`src/rtl/uart_pkg.sv`:
```
// ============================================================================
//  Module      : uart_pkg
//  Description : Shared types and helpers for the UART receiver: FSM state
//                enum, parity-select and data-bits encodings.
//  Revision    : 1.0 - initial release
// ============================================================================
`default_nettype none

package uart_pkg;

    localparam int DIV_W  = 16;
    localparam int DATA_W = 8;

    typedef enum logic [2:0] {
        RX_IDLE      = 3'd0,
        RX_START_BIT = 3'd1,
        RX_DATA      = 3'd2,
        RX_PARITY    = 3'd3,
        RX_STOP_BIT  = 3'd4
    } rx_state_e;

    localparam logic [1:0] PAR_ODD   = 2'b00;
    localparam logic [1:0] PAR_EVEN  = 2'b01;
    localparam logic [1:0] PAR_SPACE = 2'b10;
    localparam logic [1:0] PAR_MARK  = 2'b11;

    localparam logic [1:0] BITS_5 = 2'b00;
    localparam logic [1:0] BITS_6 = 2'b01;
    localparam logic [1:0] BITS_7 = 2'b10;
    localparam logic [1:0] BITS_8 = 2'b11;

    // Bits enter at the MSB, so an N-bit word sits in the top N positions.
    function automatic logic [DATA_W-1:0] align_data(input logic [DATA_W-1:0] sr,
                                                     input logic [1:0]        bits);
        return sr >> (2'd3 - bits);
    endfunction

    function automatic logic exp_parity(input logic [DATA_W-1:0] data,
                                        input logic [1:0]        sel);
        logic p;
        case (sel)
            PAR_ODD:   p = ~^data;
            PAR_EVEN:  p = ^data;
            PAR_SPACE: p = 1'b0;
            default:   p = 1'b1;
        endcase
        return p;
    endfunction

endpackage

`default_nettype wire

```
`src/rtl/uart_rx_baud.sv`:
```
// ============================================================================
//  Module      : uart_rx_baud
//  Description : Baud counter for the UART receiver; flags half-period and
//                full-period (sample tick) points.
//  Revision    : 1.0 - initial release
// ============================================================================
`default_nettype none

module uart_rx_baud
    import uart_pkg::*;
(
    input  logic             clk_i,
    input  logic             rst_i,
    input  logic             clear_i,
    input  logic [DIV_W-1:0] div_i,
    output logic             half_o,
    output logic             tick_o
);

    logic [DIV_W-1:0] cnt_q;
    logic [DIV_W-1:0] cnt_d;

    // If div shrinks below the count mid-frame, the natural 16-bit wrap
    // still brings the counter back to a match, so the FSM cannot stall.
    always_comb begin
        cnt_d = cnt_q + 16'd1;
        if (clear_i || (cnt_q == div_i)) begin
            cnt_d = '0;
        end
    end

    always_ff @(posedge clk_i) begin
        if (rst_i) begin
            cnt_q <= '0;
        end else begin
            cnt_q <= cnt_d;
        end
    end

    assign half_o = (cnt_q == (div_i >> 1));
    assign tick_o = (cnt_q == div_i);

endmodule

`default_nettype wire

```
`src/rtl/uart_rx.sv`:
```
// ============================================================================
//  Module      : uart_rx
//  Description : UART receiver, 5..8 data bits, optional parity, one stop
//                bit, ready/valid byte output with error pulses.
//                Optional macro UART_RX_MAJORITY_EN: 3-sample majority vote.
//  Revision    : 1.0 - initial release
// ============================================================================
`default_nettype none

module uart_rx
    import uart_pkg::*;
(
    input  logic              clk_i,
    input  logic              rst_i,
    input  logic              rx_i,
    input  logic              cfg_en_i,
    input  logic [DIV_W-1:0]  cfg_div_i,
    input  logic              cfg_parity_en_i,
    input  logic [1:0]        cfg_parity_sel_i,
    input  logic [1:0]        cfg_bits_i,
    output logic [DATA_W-1:0] rx_data_o,
    output logic              rx_valid_o,
    input  logic              rx_ready_i,
    output logic              busy_o,
    output logic              err_parity_o,
    output logic              err_frame_o,
    output logic              err_overrun_o
);

    logic [1:0] sync_q;
    logic [1:0] sync_d;
    logic       line_w;
    logic       samp_w;

    always_comb begin
        sync_d = {sync_q[0], rx_i};
    end

    always_ff @(posedge clk_i) begin
        if (rst_i) begin
            sync_q <= 2'b11;
        end else begin
            sync_q <= sync_d;
        end
    end

`ifdef UART_RX_MAJORITY_EN
    // Line is delayed one cycle so the centre sample has a neighbour on each side.
    logic [1:0] dly_q;
    logic [1:0] dly_d;

    always_comb begin
        dly_d = {dly_q[0], sync_q[1]};
    end

    always_ff @(posedge clk_i) begin
        if (rst_i) begin
            dly_q <= 2'b11;
        end else begin
            dly_q <= dly_d;
        end
    end

    assign line_w = dly_q[0];
    assign samp_w = (sync_q[1] & dly_q[0]) | (sync_q[1] & dly_q[1]) | (dly_q[0] & dly_q[1]);
`else
    assign line_w = sync_q[1];
    assign samp_w = sync_q[1];
`endif

    logic half_w;
    logic tick_w;
    logic baud_clear_w;

    uart_rx_baud u_baud (
        .clk_i   (clk_i),
        .rst_i   (rst_i),
        .clear_i (baud_clear_w),
        .div_i   (cfg_div_i),
        .half_o  (half_w),
        .tick_o  (tick_w)
    );

    rx_state_e state_q;
    rx_state_e state_d;

    logic [DATA_W-1:0] shift_q,    shift_d;
    logic [2:0]        bit_cnt_q,  bit_cnt_d;
    logic              par_err_q,  par_err_d;
    logic [DATA_W-1:0] data_q,     data_d;
    logic              valid_q,    valid_d;
    logic              err_par_q,  err_par_d;
    logic              err_frm_q,  err_frm_d;
    logic              err_ovr_q,  err_ovr_d;

    logic              last_bit_w;
    logic [DATA_W-1:0] rx_byte_w;
    logic              busy_w;
    logic              shift_en_w;
    logic              par_chk_w;
    logic              frame_done_w;

    assign last_bit_w = (bit_cnt_q == ({1'b0, cfg_bits_i} + 3'd4));
    assign rx_byte_w  = align_data(shift_q, cfg_bits_i);

    always_ff @(posedge clk_i) begin
        if (rst_i) begin
            state_q <= RX_IDLE;
        end else begin
            state_q <= state_d;
        end
    end

    always_comb begin
        state_d = state_q;
        if (!cfg_en_i) begin
            state_d = RX_IDLE;
        end else begin
            case (state_q)
                RX_IDLE: begin
                    if (!line_w) state_d = RX_START_BIT;
                end
                RX_START_BIT: begin
                    if (half_w) state_d = samp_w ? RX_IDLE : RX_DATA;
                end
                RX_DATA: begin
                    if (tick_w && last_bit_w)
                        state_d = cfg_parity_en_i ? RX_PARITY : RX_STOP_BIT;
                end
                RX_PARITY: begin
                    if (tick_w) state_d = RX_STOP_BIT;
                end
                RX_STOP_BIT: begin
                    if (tick_w) state_d = RX_IDLE;
                end
                default: state_d = RX_IDLE;
            endcase
        end
    end

    // Restarting the counter at mid-start-bit puts every later tick at bit centre.
    always_comb begin
        busy_w       = (state_q != RX_IDLE);
        baud_clear_w = !cfg_en_i || (state_q == RX_IDLE)
                       || ((state_q == RX_START_BIT) && half_w);
        shift_en_w   = cfg_en_i && (state_q == RX_DATA) && tick_w;
        par_chk_w    = cfg_en_i && (state_q == RX_PARITY) && tick_w;
        frame_done_w = cfg_en_i && (state_q == RX_STOP_BIT) && tick_w;
    end

    always_comb begin
        shift_d   = shift_q;
        bit_cnt_d = bit_cnt_q;
        par_err_d = par_err_q;
        data_d    = data_q;
        valid_d   = valid_q;
        err_par_d = 1'b0;
        err_frm_d = 1'b0;
        err_ovr_d = 1'b0;

        if (!cfg_en_i || (state_q == RX_IDLE)) begin
            bit_cnt_d = '0;
            par_err_d = 1'b0;
        end
        if (shift_en_w) begin
            shift_d   = {samp_w, shift_q[DATA_W-1:1]};
            bit_cnt_d = bit_cnt_q + 3'd1;
        end
        if (par_chk_w) begin
            par_err_d = (samp_w != exp_parity(rx_byte_w, cfg_parity_sel_i));
        end
        if (valid_q && rx_ready_i) begin
            valid_d = 1'b0;
        end
        // A pending unread byte wins; the new one is dropped and flagged.
        if (frame_done_w) begin
            if (valid_q && !rx_ready_i) begin
                err_ovr_d = 1'b1;
            end else begin
                data_d    = rx_byte_w;
                valid_d   = 1'b1;
                err_par_d = par_err_q;
                err_frm_d = !samp_w;
            end
        end
        if (!cfg_en_i) begin
            valid_d = 1'b0;
        end
    end

    always_ff @(posedge clk_i) begin
        if (rst_i) begin
            shift_q   <= '0;
            bit_cnt_q <= '0;
            par_err_q <= 1'b0;
            data_q    <= '0;
            valid_q   <= 1'b0;
            err_par_q <= 1'b0;
            err_frm_q <= 1'b0;
            err_ovr_q <= 1'b0;
        end else begin
            shift_q   <= shift_d;
            bit_cnt_q <= bit_cnt_d;
            par_err_q <= par_err_d;
            data_q    <= data_d;
            valid_q   <= valid_d;
            err_par_q <= err_par_d;
            err_frm_q <= err_frm_d;
            err_ovr_q <= err_ovr_d;
        end
    end

    assign busy_o        = busy_w;
    assign rx_data_o     = data_q;
    assign rx_valid_o    = valid_q;
    assign err_parity_o  = err_par_q;
    assign err_frame_o   = err_frm_q;
    assign err_overrun_o = err_ovr_q;

endmodule

`default_nettype wire

```
`config.mk`:
```
export PLATFORM = sky130hd
export DESIGN_NAME = uart_rx
export DESIGN_NICKNAME = d
export VERILOG_FILES = /design/src/rtl/uart_pkg.sv /design/src/rtl/uart_rx_baud.sv /design/src/rtl/uart_rx.sv
export SDC_FILE = /design/constraint.sdc
export NUM_CORES = 1
export LEC_CHECK = 0
export BUFFER_PORTS_ARGS = -buffer_cell sky130_fd_sc_hd__buf_4
export CAP_MARGIN = 25
export CORE_MARGIN = 3
export CORE_UTILIZATION = 49
export DETAILED_ROUTE_END_ITERATION = 16
export PLACE_DENSITY = 0.78
export SYNTH_ARGS = -nofsm -noshare
export SYNTH_HDL_FRONTEND = slang
export SYNTH_SLANG_ARGS = --single-unit
```
`constraint.sdc`:
```
create_clock -name clk_i -period 2.5 [get_ports clk_i]
set_input_delay 0.5 -clock clk_i [delete_from_list [all_inputs] [get_ports clk_i]]
set_output_delay 0.5 -clock clk_i [all_outputs]
set_load 0.02 [all_outputs]
```
==> run metrics <==
fraction of layout cells with a size suffix above 1 0.189; Total GRT Usage 0.176; Seq pwr share 0.575; top-area cell type share of the netlist area 0.352; Crit Path Class in -> reg; antenna viol nets, final 0; # setup viols final 0; post-synthesis sequential area ratio 0.352; cell area after synthesis 2560 um2; switching pwr 0.000287 W; worst-margin pin slew slightly above 0.4 ns; Cell variety after synth 43; Total Power 0.00125 W; DR pass1 iterations 4; sw frac 0.229; DR WL/cell 13.1 um; Post-CTS Hold Buffers 0; top-level I/O count 39; asr flop ratio synth 0; Critical Path RT roughly 2.7 ns; reg-to-reg startpoint u_baud.cnt_q[0]$_SDFF_PP0_; Synth top cells by count 47 x nor2_1, 45 x dfxtp_1, 39 x xor2_1; Final Wtd Congestion between 0.8 and 0.9; r2r setup slk 0.35 ns; antenna violations before repair 0; core box area 4880 um2; Peak VDD IR 0.000307 V; fin crit share 0.870; Layout area overhead 15.9%; Max-Cap Viols 0; largest area contributor in the netlist dfxtp_1; ys flop type dfxtp_1; Area contributors post-synth dfxtp_1 35%, xor2_1 13%, mux2i_1 8.2%; setup TNS 0 ns; final hold viol count 0; clk slew on worst S/H paths about 0.080 ns; RR Endpoint state_q[2]$_SDFFE_PP0P_; crit end category register; count leader, synth nor2_1; worst setup path end par_err_q$_SDFFE_PP0P_; Clk pwr share 0.342; via count 2046; HP Class in -> reg; crit path DAT around 2.4 ns; beginning of the worst hold path rx_i; Num CTS Buffers 5; PwrDens 424 nW/um2; Worst setup startpoint cfg_bits_i[1]; number of synthesized flops with an enable pin 0; internal power 0.000967 W; pin count of the biggest net entering global routing 29; DRC 0; CTS Sinks 45; status completed; num rows 25; DRT Wirelength 5100 um; RSZ-0062 raised after global routing no; fmax 460 MHz; CP startpoint kind primary input; Synth Area per Inst a little under 9 um2; Yosys warnings 0; first-pass GRT wire length 8840 um; minimum clock period 2.17 ns; Max Slew Vio Count 0; Mapped Nets around 320; post-DP HPWL 3890 um; clk root buf clkbuf_8; leakage power 1.27 nW; register bit count reported by yosys 45; # Post-CTS Setup Buffers 0; overflow left after global routing 0; H-tree depth 2; post-synthesis cell count 290; CTS Buffer Depth 2; Port-buffer cells 38; crit path max fanout 14; number of global-route vias before repair approximately 1900; Die Wd 78.2 um; reg2reg path depth 7; cts repair resizes 0; Die Y 78.2 um; Antenna Cells 0; Initial Util 0.524; Clock Latency Late Sink 0.29 ns; Slew Limit Headroom 0.724; DIE AREA between 6000 and 7000 um2; CTS tree yes; DR iter-0 viols roughly 130; Logic pwr share 0.083; Layout Nets 350; Via density 5.25; skew final 0.00895 ns
## registers in the layout (all words and copies together), names as in the netlist
name / count
rx_valid_o: 1
rx_data_o: 8
u_baud.cnt_q: 16
shift_q: 8
err_overrun_o: 1
par_err_q: 1
sync_q: 2
state_q: 3
bit_cnt_q: 3
err_parity_o: 1
err_frame_o: 1
## cell families after synthesis
logic type	count (synthesis)	share of synthesized area
XOR/XNOR	52	0.184
AO/OA/AOI/OAI	19	0.0499
adder cells (fa/ha/maj)	2	0.00979
AND/OR/NAND/NOR	122	0.248
buffers and inverters	24	0.0431
flip-flops	45	0.352
multiplexers	26	0.113
## how the worst min path moves through the flow
stage	end	slack, ns	cells past startpoint
final	sync_q[0]$_SDFF_PP1_	0.39	2
after global routing	sync_q[0]$_SDFF_PP1_	0.39	2
after CTS	sync_q[0]$_SDFF_PP1_	0.38	2
after detailed placement	sync_q[1]$_SDFF_PP1_	0.40	1
after global placement	sync_q[1]$_SDFF_PP1_	0.39	1
after floorplan	sync_q[1]$_SDFF_PP1_	0.39	1
## critical path, cell delays in order
cell and delay [ns]:
buf_4 0.20, mux2i_1 0.35, xnor2_1 0.20, xnor3_1 0.37, xnor2_1 0.15, or4b_1 0.52, o211ai_1 0.09
## area by class of cell
class	count	area [um2]
Clock buffer	7	76.3
Clock inverter	1	7.51
Sequential cell	45	901
Multi-Input combinational cell	221	1550
Inverter	7	26.3
Timing Repair Buffer	42	315
Tap cell	67	83.8
Fill cell	441	1920
## layer usage
| metal | share of wire | global-route usage | routed length [um] |
|---|---|---|---|
| met1 | 0.51 | 0.249 | 2590 |
| met2 | 0.43 | 0.264 | 2180 |
| met3 | 0.054 | 0.0447 | 276 |
| met4 | 0.011 | 0.0524 | 57 |
| met5 | 0 | 0 | 0 |
## power by group through the flow
stage | clock (W) | sequential, W | combinational [W]
3_5_place_dp | 0 | 0.000738 | 0.000104
5_1_grt | 0.000481 | 0.000722 | 0.000114
6_report | 0.000429 | 0.000721 | 0.000104
4_1_cts | 0.000448 | 0.000721 | 0.000104
3_3_place_gp | 0 | 0.000738 | 0.000103
2_1_floorplan | 0 | 0.000736 | 0.0000599
## layout by cell type (no fill, tap or decap), types with 4 or more instances in the layout
master	n
nor2_1	47
dfxtp_1	45
buf_4	42
xor2_1	39
mux2i_1	21
nand2_1	18
xnor2_1	12
nor4_1	8
nand2b_1	8
inv_1	7
a21oi_1	7
and3_1	6
nand3_1	6
nor3_1	5
clkbuf_8	5
nor4_2	4
## per-stage QoR
step | area [um2] | worst slack, ns | hold WS [ns] | utilization | cells
finish | 2960 | 0.325 | 0.391 | 0.607 | 390
global route | 2960 | 0.163 | 0.389 | 0.607 | 390
CTS | 2960 | 0.328 | 0.380 | 0.607 | 390
detailed placement | 2880 | 0.0573 | 0.396 | 0.590 | 382
global placement | 2880 | 0.150 | 0.392 | 0.590 | 382
floorplan | 2560 | 0.235 | 0.389 | - | 290
Note: power is estimated with default switching activity, not from simulation.
